**src/rtl/vector_serializer.sv**
```systemverilog
`default_nettype none
// ============================================================================
// Module   : vector_serializer
// Purpose  : Buffers up to DEPTH N-element result vectors and emits their
//            elements one at a time (index 0 first) on a valid/ready stream.
//            Vectors that arrive while the buffer is full are dropped and
//            flagged on the sticky overflow output.
// Options  : VECTOR_SERIALIZER_DROP_COUNT_EN adds an 8-bit saturating
//            drop_count output.
// Revision : 1.0 - initial release
// ============================================================================
module vector_serializer #(
  parameter int BITS  = 16,
  parameter int N     = 3,
  parameter int DEPTH = 4,
  localparam int IW   = (N > 1) ? $clog2(N) : 1,
  localparam int LW   = $clog2(DEPTH) + 1
) (
  input  logic            clk,
  input  logic            rst,
  input  logic            in_valid,
  input  logic [BITS-1:0] in_data [N],
  output logic            in_ready,
  output logic            out_valid,
  input  logic            out_ready,
  output logic [BITS-1:0] out_data,
  output logic [IW-1:0]   out_index,
  output logic            out_last,
`ifdef VECTOR_SERIALIZER_DROP_COUNT_EN
  output logic [7:0]      drop_count,
`endif
  output logic            overflow,
  output logic [LW-1:0]   level
);

  localparam int PW = $clog2(DEPTH);

  logic [BITS-1:0] mem_q [DEPTH][N];
  logic [PW-1:0]   wptr_q, wptr_d;
  logic [PW-1:0]   rptr_q, rptr_d;
  logic [IW-1:0]   elem_q, elem_d;
  logic [LW-1:0]   level_q, level_d;
  logic            push, pop, hs, drop;

`ifdef VECTOR_SERIALIZER_DROP_COUNT_EN
  logic [7:0] drop_count_q, drop_count_d;
`else
  logic       overflow_q, overflow_d;
`endif

  always_comb begin
    out_valid = (level_q != '0);
    out_index = elem_q;
    out_last  = (elem_q == IW'(N - 1));
    out_data  = '0;
    for (int i = 0; i < N; i++) begin
      if (elem_q == IW'(i)) out_data = mem_q[rptr_q][i];
    end

    hs       = out_valid && out_ready;
    pop      = hs && out_last;
    // A completing head vector frees its slot in time for a same-cycle write
    in_ready = (level_q < LW'(DEPTH)) || pop;
    push     = in_valid && in_ready;
    drop     = in_valid && !in_ready;

    elem_d = elem_q;
    if (hs) elem_d = out_last ? '0 : elem_q + 1'b1;

    wptr_d  = push ? wptr_q + 1'b1 : wptr_q;
    rptr_d  = pop  ? rptr_q + 1'b1 : rptr_q;
    level_d = level_q;
    if (push && !pop) level_d = level_q + 1'b1;
    if (pop && !push) level_d = level_q - 1'b1;

`ifdef VECTOR_SERIALIZER_DROP_COUNT_EN
    drop_count_d = drop_count_q;
    if (drop && drop_count_q != 8'hFF) drop_count_d = drop_count_q + 1'b1;
`else
    overflow_d = overflow_q || drop;
`endif
  end

  always_ff @(posedge clk) begin
    if (rst) begin
      wptr_q  <= '0;
      rptr_q  <= '0;
      elem_q  <= '0;
      level_q <= '0;
`ifdef VECTOR_SERIALIZER_DROP_COUNT_EN
      drop_count_q <= '0;
`else
      overflow_q   <= 1'b0;
`endif
    end else begin
      wptr_q  <= wptr_d;
      rptr_q  <= rptr_d;
      elem_q  <= elem_d;
      level_q <= level_d;
`ifdef VECTOR_SERIALIZER_DROP_COUNT_EN
      drop_count_q <= drop_count_d;
`else
      overflow_q   <= overflow_d;
`endif
    end
  end

  // Storage is deliberately left out of reset
  always_ff @(posedge clk) begin
    if (!rst && push) mem_q[wptr_q] <= in_data;
  end

  assign level = level_q;
`ifdef VECTOR_SERIALIZER_DROP_COUNT_EN
  assign drop_count = drop_count_q;
  assign overflow   = (drop_count_q != 8'h00);
`else
  assign overflow   = overflow_q;
`endif

endmodule
`default_nettype wire

```
**config.mk**
```make
export PLATFORM = sky130hd
export DESIGN_NAME = vector_serializer
export DESIGN_NICKNAME = d
export VERILOG_FILES = /design/src/rtl/vector_serializer.sv
export SDC_FILE = /design/constraint.sdc
export NUM_CORES = 1
export LEC_CHECK = 0
export BUFFER_PORTS_ARGS = -buffer_cell sky130_fd_sc_hd__buf_2
export CAP_MARGIN = 20
export CORE_MARGIN = 3
export CORE_UTILIZATION = 55
export CTS_BUF_LIST = sky130_fd_sc_hd__clkbuf_16
export DETAILED_ROUTE_END_ITERATION = 6
export GPL_ROUTABILITY_DRIVEN = 0
export PLACE_DENSITY_LB_ADDON = 0.3
export SLEW_MARGIN = 0
export SYNTH_ARGS = -nofsm -noshare
export SYNTH_HDL_FRONTEND = slang
export SYNTH_SLANG_ARGS = --single-unit
```
**constraint.sdc**
```tcl
create_clock -name clk -period 3.8 [get_ports clk]
set_input_delay 0.38 -clock clk [delete_from_list [all_inputs] [get_ports clk]]
set_output_delay 0.38 -clock clk [all_outputs]
set_load 0.05 [all_outputs]
```
==> results of run 1 <==
synthesized netlist by cell type (2+ instances only):
library cell  instances  area (um^2)
inv_1                 5        18.77
nor2_1               10        37.54
mux4_1               10        262.8
ha_1                  5        62.56
and2_1                4        25.02
dfxtp_1              12        240.2
nor2b_1               3        18.77
nand2_1              38        142.6
xor2_1                3        26.28
xnor2_1               2        17.52
nand3_1               2        10.01
buf_2                 7        35.03
or3_1                 2        12.51
a22oi_1              16        120.1
edfxtp_1            192         5766
mux4_2               38        855.8
clkbuf_1              5        18.77
a21oi_1               5        25.02
buf_6                 2        22.52
where the power goes:
group	switching (mW)	total, mW	internal, mW
logic	0.249	0.347	0.0985
registers	0.0214	2.55	2.53
clock network	0.766	1.97	1.20
total	1.04	4.86	3.82
per-layer routing:
metal	GRT usage, %	vias up
met2	31.98	136
met1	24.71	1906
met5	0	-
met4	4.337	2
li1	-	1695
met3	3.284	24
area by class of cell:
class	count	area (um^2)	share of cell area, %
clock buffer	21	525.5	5.800
clock inverter	15	140.1	1.547
inverter	6	22.52	0.2486
multi-input combinational	144	1682	18.56
sequential	204	6011	66.34
tap	176	220.2	2.430
timing repair buffer	85	460.4	5.081
worst paths after layout:
check        cells after the start          from            to  slack [ps]
max reg2reg                      6  out_index[1]  mem_q[2][28]        1290
min                              1   in_data[35]  mem_q[0][35]         110
min reg2reg                      2      overflow      overflow         480
max                              5     flip-flop   out_data[6]         790
sequential cells by signal, indices dropped and copies added (netlist names), named ones only:
| register | count |
|---|---|
| level | 3 |
| mem_q | 192 |
| out_index | 2 |
| overflow | 1 |
| rptr_q | 2 |
| wptr_q | 2 |
critical path, delay by kind of cell, from the launching register on:
| family | cells | cell delay, ps |
|---|---|---|
| flops | 1 | 870 |
| mux | 1 | 500 |
| buf+inv | 2 | 480 |
| compound gates | 1 | 200 |
| simple gates | 1 | 70 |
logic make-up (layout without fill, tap and decap cells):
kind of cell,count (synthesis),count (layout)
flip-flops,204,204
multiplexers,48,48
AND/OR/NAND/NOR,61,61
adder cells (fa/ha/maj),6,6
AO/OA/AOI/OAI,24,24
XOR/XNOR,5,5
buffers and inverters,23,127
per-stage QoR:
step	std cells	total power, mW	utilization (%)	setup slack, ps
floorplan	371	2.816	-	822.9
global placement	615	2.934	61.92	1215
detailed placement	615	2.945	61.92	1221
CTS	651	4.909	66.83	713.3
global route	651	5.027	66.83	580.5
finish	651	4.860	66.83	789.9
==> impl_metrics.env, run 1 <==
export IMPL_status="complete, no violations"
export IMPL_drv_slew=0
export IMPL_synth_edf_count=192
export IMPL_routedWlPerCell_um=21.51
export IMPL_end_kind="output pin"
export IMPL_met3_length_um=1019
export IMPL_ir_worst_vdd_v=0.0004382
export IMPL_yosysSeqAreaShare_pct=76.95
export IMPL_vias=3763
export IMPL_final_common_cell="edfxtp_1"
export IMPL_tns_ps=0
export IMPL_cp_max_fo=42
export IMPL_synth_cells=371
export IMPL_synth_mux_area_fraction_pct=14.33
export IMPL_drive_above_1_share_pct=33.89
export IMPL_synthAdderAreaFrac_pct=1.058
export IMPL_hpwl_um=8129
export IMPL_htreeDepth=1
export IMPL_ios=77
export IMPL_fin_nets=520
export IMPL_p_leak_nw=3.080
export IMPL_fin_crit_ps=3010
export IMPL_synthXorXnorAreaFrac_pct=0.5611
export IMPL_area_delta_synth_final_pct=16.09
export IMPL_synth_top_family_by_area="multiplexers"
export IMPL_syn_area_per_cell_um2=21.04
export IMPL_fill_cells=884
export IMPL_clock_path_buffers=3
export IMPL_path_cells="buf_4, mux4_2, a22oi_1, nand2_1, buf_2"
export IMPL_antenna_found_initial=1
export IMPL_ys_ff_latch=204
export IMPL_synth_async_reset_ratio_pct=0
export IMPL_hold_viol=0
export IMPL_power_density_nw_per_um2=536.4
export IMPL_via_per_inst=5.780
export IMPL_holdWs_ps=109.0
export IMPL_synth_warnings=0
export IMPL_worst_pin_slew_ps=1069
export IMPL_placed_area_um2=8396
export IMPL_grt_setup_unrepaired="no"
export IMPL_hold_buffers=0
export IMPL_setup_viol=0
export IMPL_synth_compound_area_share_pct=2.100
export IMPL_clk_pin_slew_ps=60
export IMPL_overflow=0
export IMPL_synth_area_um2=7805
export IMPL_drc=0
export IMPL_synth_nets=429
export IMPL_routedLengthMet1_um=5420
export IMPL_numPortBuffers=76
export IMPL_path_class="reg -> out"
export IMPL_fp_dieW_um=125.1
export IMPL_fp_coreArea_um2=13560
export IMPL_grt_max_degree=49
export IMPL_cts_tree="yes"
export IMPL_skew_ps=8.046
export IMPL_fin_area_um2=9061
export IMPL_drt_iter0_drc=396
export IMPL_slowest_delay_ps=870
export IMPL_yosys_most_used_dff="edfxtp_1"
export IMPL_cpMaxStageDelayCell="dfxtp_4"
export IMPL_layout_common_cells="192 x edfxtp_1, 76 x buf_2, 38 x mux4_2, 38 x nand2_1, 21 x clkbuf_16"
export IMPL_post_cts_buffers=0
export IMPL_grt_pass1_wl_um=22560
export IMPL_clkSinkCount=204
export IMPL_ctsResizeCount=0
export IMPL_grt_pass1_vias=4073
export IMPL_wirelength_um=14000
export IMPL_cp_start_kind="flip-flop"
export IMPL_first_pass_iters=4
export IMPL_met2_length_um=7323
export IMPL_cts_root_buffer="clkbuf_16"
export IMPL_diodes=0
export IMPL_cp_required_ps=3420
export IMPL_cp_arrival_ps=2630
export IMPL_numCtsBuffers=21
export IMPL_max_slew_margin_rel_pct=28.40
export IMPL_finalCritPeriodShare_pct=79.21
export IMPL_rows=42
export IMPL_fmax_mhz=332.2
export IMPL_detail_route_antenna_nets=0
export IMPL_yosys_area_share_simple_pct=3.334
export IMPL_track_usage_pct=18.41
export IMPL_die_height_um=125.1
export IMPL_start_util_pct=57.57
export IMPL_clock_latency_ps=480
export IMPL_die_area_um2=15660
export IMPL_hold_path_class="in -> reg"
export IMPL_top_layer_used="met5"
export IMPL_yosysUniqueCellTypes=29
export IMPL_maxCapViolCount=0
(Power assumes the default switching activity.)
==> run 2: changes to the inputs <==
Settings changed: ABC_AREA from default to 1, CORE_UTILIZATION 55 to 53.
Clock period 3.8 ns to 2.65 ns, I/O delays scaled along.
==> run 2 against run 1 <==
Net effect:
- power up 53%
- count of clock-buffer cells in the layout increased by 2
- first-iteration DRC count increased by 40%
- synthesized cell count grew 120%
- worst setup slack got worse by 540 ps
- largest cell class unchanged
==> impl_metrics.env, run 2 <==
export IMPL_status="complete, no violations"
export IMPL_ctsResizeCount=0
export IMPL_endpoint="out_data[4]"
export IMPL_numCtsBuffers=22
export IMPL_synth_async_reset_ratio_pct=0
export IMPL_area_delta_synth_final_pct=21.72
export IMPL_first_pass_iters=5
export IMPL_skew_ps=5.758
export IMPL_ir_worst_vdd_v=0.0006004
export IMPL_drt_iter0_drc=553
export IMPL_start_util_pct=55.14
export IMPL_largest_register_ffs=192
export IMPL_via_per_inst=5.040
export IMPL_p_sw_share_pct=24.37
export IMPL_fp_coreArea_um2=15480
export IMPL_pwr_share_comb_pct=11.9
export IMPL_synth_area_leaders="edfxtp_1 68%, nand2_1 13%, nand3_1 4.7%"
export IMPL_setup_viol=0
export IMPL_cp_required_ps=2380
export IMPL_cpMostUsedCell="o21ai_0"
export IMPL_synth_cells=800
export IMPL_synth_edf_count=192
export IMPL_slowest_delay_ps=390
export IMPL_grt_max_degree=74
export IMPL_routedWlPerCell_um=15.71
export IMPL_drv_slew=0
export IMPL_fp_dieW_um=132.9
export IMPL_grt_pass1_wl_um=28680
export IMPL_cp_max_fo=35
export IMPL_p_sw_mw=1.817
export IMPL_track_usage_pct=20.56
export IMPL_p_int_mw=5.638
export IMPL_synth_top_area_share_pct=67.53
export IMPL_yosysSeqAreaShare_pct=70.34
export IMPL_p_leak_nw=4.335
export IMPL_r2r_end="level[2]"
export IMPL_fill_cells=1155
export IMPL_cts_tree="yes"
export IMPL_synth_nets=858
export IMPL_reg2reg_from="out_index[0]"
export IMPL_wirelength_um=18110
export IMPL_fmax_mhz=416.1
export IMPL_holdWs_ps=13.07
export IMPL_yosys_most_used_dff="edfxtp_1"
export IMPL_path_class="reg -> out"
export IMPL_cts_root_buffer="clkbuf_16"
export IMPL_cpMaxStageDelayCell="buf_4"
export IMPL_synth_area_um2=8538
export IMPL_htreeDepth=1
export IMPL_clkSinkCount=204
export IMPL_synth_top_area_cell="edfxtp_1"
export IMPL_cpLargestDelayFamily="buffers and inverters"
export IMPL_netlist_top_cells_count="298 x nand2_1, 192 x edfxtp_1, 95 x inv_1"
export IMPL_cp_arrival_ps=2140
export IMPL_clock_path_buffers=3
export IMPL_pwr_share_clk_pct=39.0
export IMPL_detail_route_antenna_nets=0
export IMPL_cp_num_buf_inv=3
export IMPL_fin_crit_ps=2403
export IMPL_end_kind="output pin"
export IMPL_yosysUniqueCellTypes=19
export IMPL_path_cells="inv_1, buf_4, o21ai_0, o21ai_0, nand2_1, nand3_1, buf_2"
export IMPL_regMostFlops="mem_q"
export IMPL_hold_viol=0
export IMPL_layout_common_cells="297 x nand2_1, 192 x edfxtp_1, 101 x inv_1, 79 x nand3_1, 76 x buf_2"
export IMPL_yosysMostFrequentCell="nand2_1"
export IMPL_drive_above_1_share_pct=14.23
export IMPL_diodes=0
export IMPL_vias=5811
export IMPL_ys_ff_latch=204
export IMPL_rrSetupSlack_ps=660
export IMPL_crit_cells=7
export IMPL_ios=77
export IMPL_syn_area_per_cell_um2=10.67
export IMPL_max_slew_margin_rel_pct=59.05
export IMPL_tns_ps=0
export IMPL_clk_pin_slew_ps=60
export IMPL_grt_setup_unrepaired="no"
export IMPL_grt_pass1_vias=5626
export IMPL_die_area_um2=17670
export IMPL_hpwl_um=9875
export IMPL_worstHoldStart="in_data[5]"
export IMPL_final_common_cell="nand2_1"
export IMPL_power_density_nw_per_um2=717.3
export IMPL_finalCritPeriodShare_pct=90.70
export IMPL_hold_path_class="in -> reg"
export IMPL_synth_warnings=0
export IMPL_clock_latency_ps=490
export IMPL_die_height_um=132.9
export IMPL_worst_pin_slew_ps=614.3
export IMPL_finalNonFillerCells=1153
export IMPL_fin_nets=984
export IMPL_overflow=0
export IMPL_dp_cells=1067
export IMPL_rr_worst_depth=12
export IMPL_antenna_found_initial=0
export IMPL_drc=0
export IMPL_seqPwrFrac_pct=49.1
export IMPL_maxCapViolCount=0
export IMPL_cp_start_kind="flip-flop"
export IMPL_numPortBuffers=76
export IMPL_rows=45
## run 2: area by class of cell
cell class / instances / area [um^2] / share of cell area, %
inverter: 96 / 360.3 / 3.467
clock inverter: 17 / 122.6 / 1.180
multi-input combinational: 465 / 2019 / 19.43
timing repair buffer: 137 / 1041 / 10.02
clock buffer: 23 / 575.6 / 5.538
sequential: 204 / 6010 / 57.83
tap: 211 / 264.0 / 2.540
## run 2: repair_timing
item / in CTS / in global routing
buffers inserted: 0 / 0
endpoints found under the setup margin: 0 / 0
hold buffers: 46 / 0
hold endpoints to repair: 183 / 0
## run 2: per-stage QoR
stage / utilization, % / worst slack [ps] / cell area, um^2 / power, mW
floorplan: - / 52.06 / 8584 / 4.292
global placement: 59.64 / 738.0 / 9234 / 4.554
detailed placement: 59.64 / 707.2 / 9234 / 4.563
CTS: 67.12 / 217.4 / 10390 / 7.507
global route: 67.12 / 177.6 / 10390 / 7.734
finish: 67.12 / 246.5 / 10390 / 7.454
## run 2: kinds of logic after synthesis
family | after synthesis | share of synthesized area, %
buffers and inverters | 131 | 6.565
DFF | 204 | 70.34
adders and majority gates | 6 | 0.9672
AOI/OAI and AO/OA | 44 | 2.652
and+or+nand+nor | 415 | 19.48
## run 2: worst register-to-register path, delay by kind of cell, from the launching register on
kind,cells,cell delay [ps]
flops,1,400
fa+ha+maj,2,510
buf+inv,2,150
compound gates,1,100
simple gates,7,730
## run 2: worst min-delay path by stage
| stage | endpoint | depth (start not counted) |
|---|---|---|
| final | mem_q[1][5] | 1 |
| after global routing | mem_q[3][5] | 1 |
| after CTS | mem_q[1][4] | 1 |
| after detailed placement | overflow | 2 |
| after global placement | overflow | 2 |
| after floorplan | overflow | 1 |
## run 2: per-layer routing
layer | track usage [%] | up-vias | share of wire, %
met4 | 5.658 | 0 | 1.7
met1 | 27.62 | 2728 | 42
met3 | 2.928 | 30 | 6.8
met5 | 0 | - | 0
li1 | - | 2870 | -
met2 | 35.30 | 183 | 50
## run 2: power groups by stage
stage / clock (mW) / combinational (mW) / sequential [mW]
after global placement: 0 / 0.831 / 3.72
after floorplan: 0 / 0.537 / 3.75
after CTS: 2.95 / 0.895 / 3.66
after global routing: 3.11 / 0.963 / 3.67
after detailed placement: 0 / 0.837 / 3.73
final: 2.90 / 0.890 / 3.66
==> run 3: changes to the inputs <==
Settings changed: CORE_UTILIZATION 53 to 45.
==> run 3 against run 2 <==
Net effect:
- clock power is 1% lower
- flip-flop and latch count stayed put
- sequential power hardly changed
- maximum frequency is 1.4% higher
- final cell count is 1.4% higher
- power is 0.54% lower
- global-route usage is 2.6 points lower
- core utilization is 10 points lower
==> impl_metrics.env, run 3 (synthesized netlist as in run 2, its figures left out) <==
export IMPL_overflow=0
export IMPL_track_usage_pct=17.99
export IMPL_first_pass_iters=4
export IMPL_rows=49
export IMPL_numCtsBuffers=21
export IMPL_fmax_mhz=421.7
export IMPL_regMostFlops="mem_q"
export IMPL_antenna_found_initial=2
export IMPL_fill_cells=1539
export IMPL_final_common_cell="nand2_1"
export IMPL_register_area_um2=6010
export IMPL_hpwl_um=10130
export IMPL_status="complete, no violations"
export IMPL_clk_pin_slew_ps=60
export IMPL_drt_iter0_drc=426
export IMPL_multi_input_area_um2=2019
export IMPL_layout_common_cells="297 x nand2_1, 192 x edfxtp_1, 99 x inv_1, 79 x nand3_1, 76 x buf_2"
export IMPL_grt_max_degree=98
export IMPL_start_util_pct=46.73
export IMPL_grt_pass1_wl_um=29010
export IMPL_worst_pin_slew_ps=640.0
export IMPL_path_cells="inv_2, buf_12, nand2_1, nand2_1, nand2_1, o21ai_1, nand2_1, nand3_1, buf_2"
export IMPL_tns_ps=0
export IMPL_cp_start_kind="flip-flop"
export IMPL_fin_crit_ps=2371
export IMPL_die_height_um=143.7
export IMPL_hold_path_class="in -> reg"
export IMPL_cpMostUsedCell="nand2_1"
export IMPL_ctsResizeCount=0
export IMPL_post_route_util_pct=56.92
export IMPL_path_class="reg -> out"
export IMPL_maxCapViolCount=0
export IMPL_routedWlPerCell_um=15.49
export IMPL_grt_setup_unrepaired="no"
export IMPL_post_cts_buffers=0
export IMPL_clock_latency_ps=490
export IMPL_cts_root_buffer="clkbuf_16"
export IMPL_vias=5712
export IMPL_ios=77
export IMPL_setup_viol=0
export IMPL_die_area_um2=20660
export IMPL_htreeDepth=1
export IMPL_max_slew_margin_rel_pct=57.33
export IMPL_area_delta_synth_final_pct=21.81
export IMPL_wirelength_um=18110
export IMPL_fin_nets=981
export IMPL_cp_arrival_ps=2110
export IMPL_clock_path_buffers=3
export IMPL_cp_required_ps=2380
export IMPL_drv_slew=0
export IMPL_via_per_inst=4.886
export IMPL_hold_viol=0
export IMPL_fp_coreArea_um2=18270
export IMPL_largest_register_ffs=192
export IMPL_slowest_delay_ps=340
export IMPL_detail_route_antenna_nets=0
export IMPL_drive_above_1_share_pct=13.97
export IMPL_grt_pass1_vias=5639
export IMPL_drc=0
export IMPL_numPortBuffers=76
export IMPL_finalPower_mw=7.414
export IMPL_cts_tree="yes"
export IMPL_fp_dieW_um=143.7
export IMPL_cpMaxStageDelayCell="dfxtp_2"
export IMPL_finalCritPeriodShare_pct=89.49
export IMPL_ir_worst_vdd_v=0.0006322
export IMPL_clkSinkCount=204
export IMPL_p_leak_nw=4.308
export IMPL_skew_ps=13.30
export IMPL_power_density_nw_per_um2=712.9
export IMPL_cp_max_fo=40
export IMPL_end_kind="output pin"
==> run 3: changes by cell type in the layout (fill, tap and decap cells not counted) <==
cell        previous run  this run
clkbuf_16             23        21
clkinv_2               5         3
buf_4                  8         5
clkinv_1               4         5
buf_12                 7         8
bufinv_16              2         3
clkinvlp_4             0         1
inv_1                101        99
diode_2                0         2
inv_6                  0         1
==> run 3: final cells by class <==
type	instances	share of cell area (%)
flip-flops and latches	204	57.78
inverters	96	3.465
clock inverters	17	1.492
diodes	2	0.04812
repair buffers	135	9.986
multi-input cells	465	19.42
well taps	229	2.755
clock buffers	21	5.053
==> run 3: worst max-delay path: cells and delay by family, from the launching register on <==
| kind | cells | cell delay (ps) |
|---|---|---|
| compound gates | 1 | 160 |
| buf+inv | 3 | 760 |
| flops | 1 | 340 |
| simple gates | 5 | 360 |
==> run 3: per-stage QoR <==
stage | hold WS, ps | setup slack (ps) | cells | cell area, um^2
2_1_floorplan | 334.1 | 52.06 | 800 | 8584
3_3_place_gp | 438.0 | 745.2 | 1083 | 9254
3_5_place_dp | 445.2 | 699.0 | 1083 | 9254
6_report | 17.84 | 278.6 | 1169 | 10400
4_1_cts | 2.058 | 219.7 | 1167 | 10400
5_1_grt | 8.476 | 126.1 | 1169 | 10400
==> run 3: layer usage <==
metal	wire (um)	global-route usage, %
met5	0	0
met4	337	5.401
met3	836	2.895
met2	8800	30.96
met1	8138	23.65
==> run 3: power breakdown <==
group | internal, mW | switching, mW
clock | 1.73 | 1.13
sequential | 3.63 | 0.0287
combinational | 0.252 | 0.639
==> run 3: worst paths after layout <==
check | slack, ps | depth (start not counted) | to | start
min | 20 | 1 | mem_q[3][1] | in_data[1]
max reg2reg | 690 | 12 | level[2] | out_index[0]
max | 280 | 9 | out_data[14] | flip-flop
min reg2reg | 450 | 2 | overflow | overflow
==> run 3: timing repair <==
action | 4_1_cts | 5_1_grt
hold buffers | 46 | 0
hold endpoints to repair | 183 | 0
setup endpoints to repair | 0 | 0
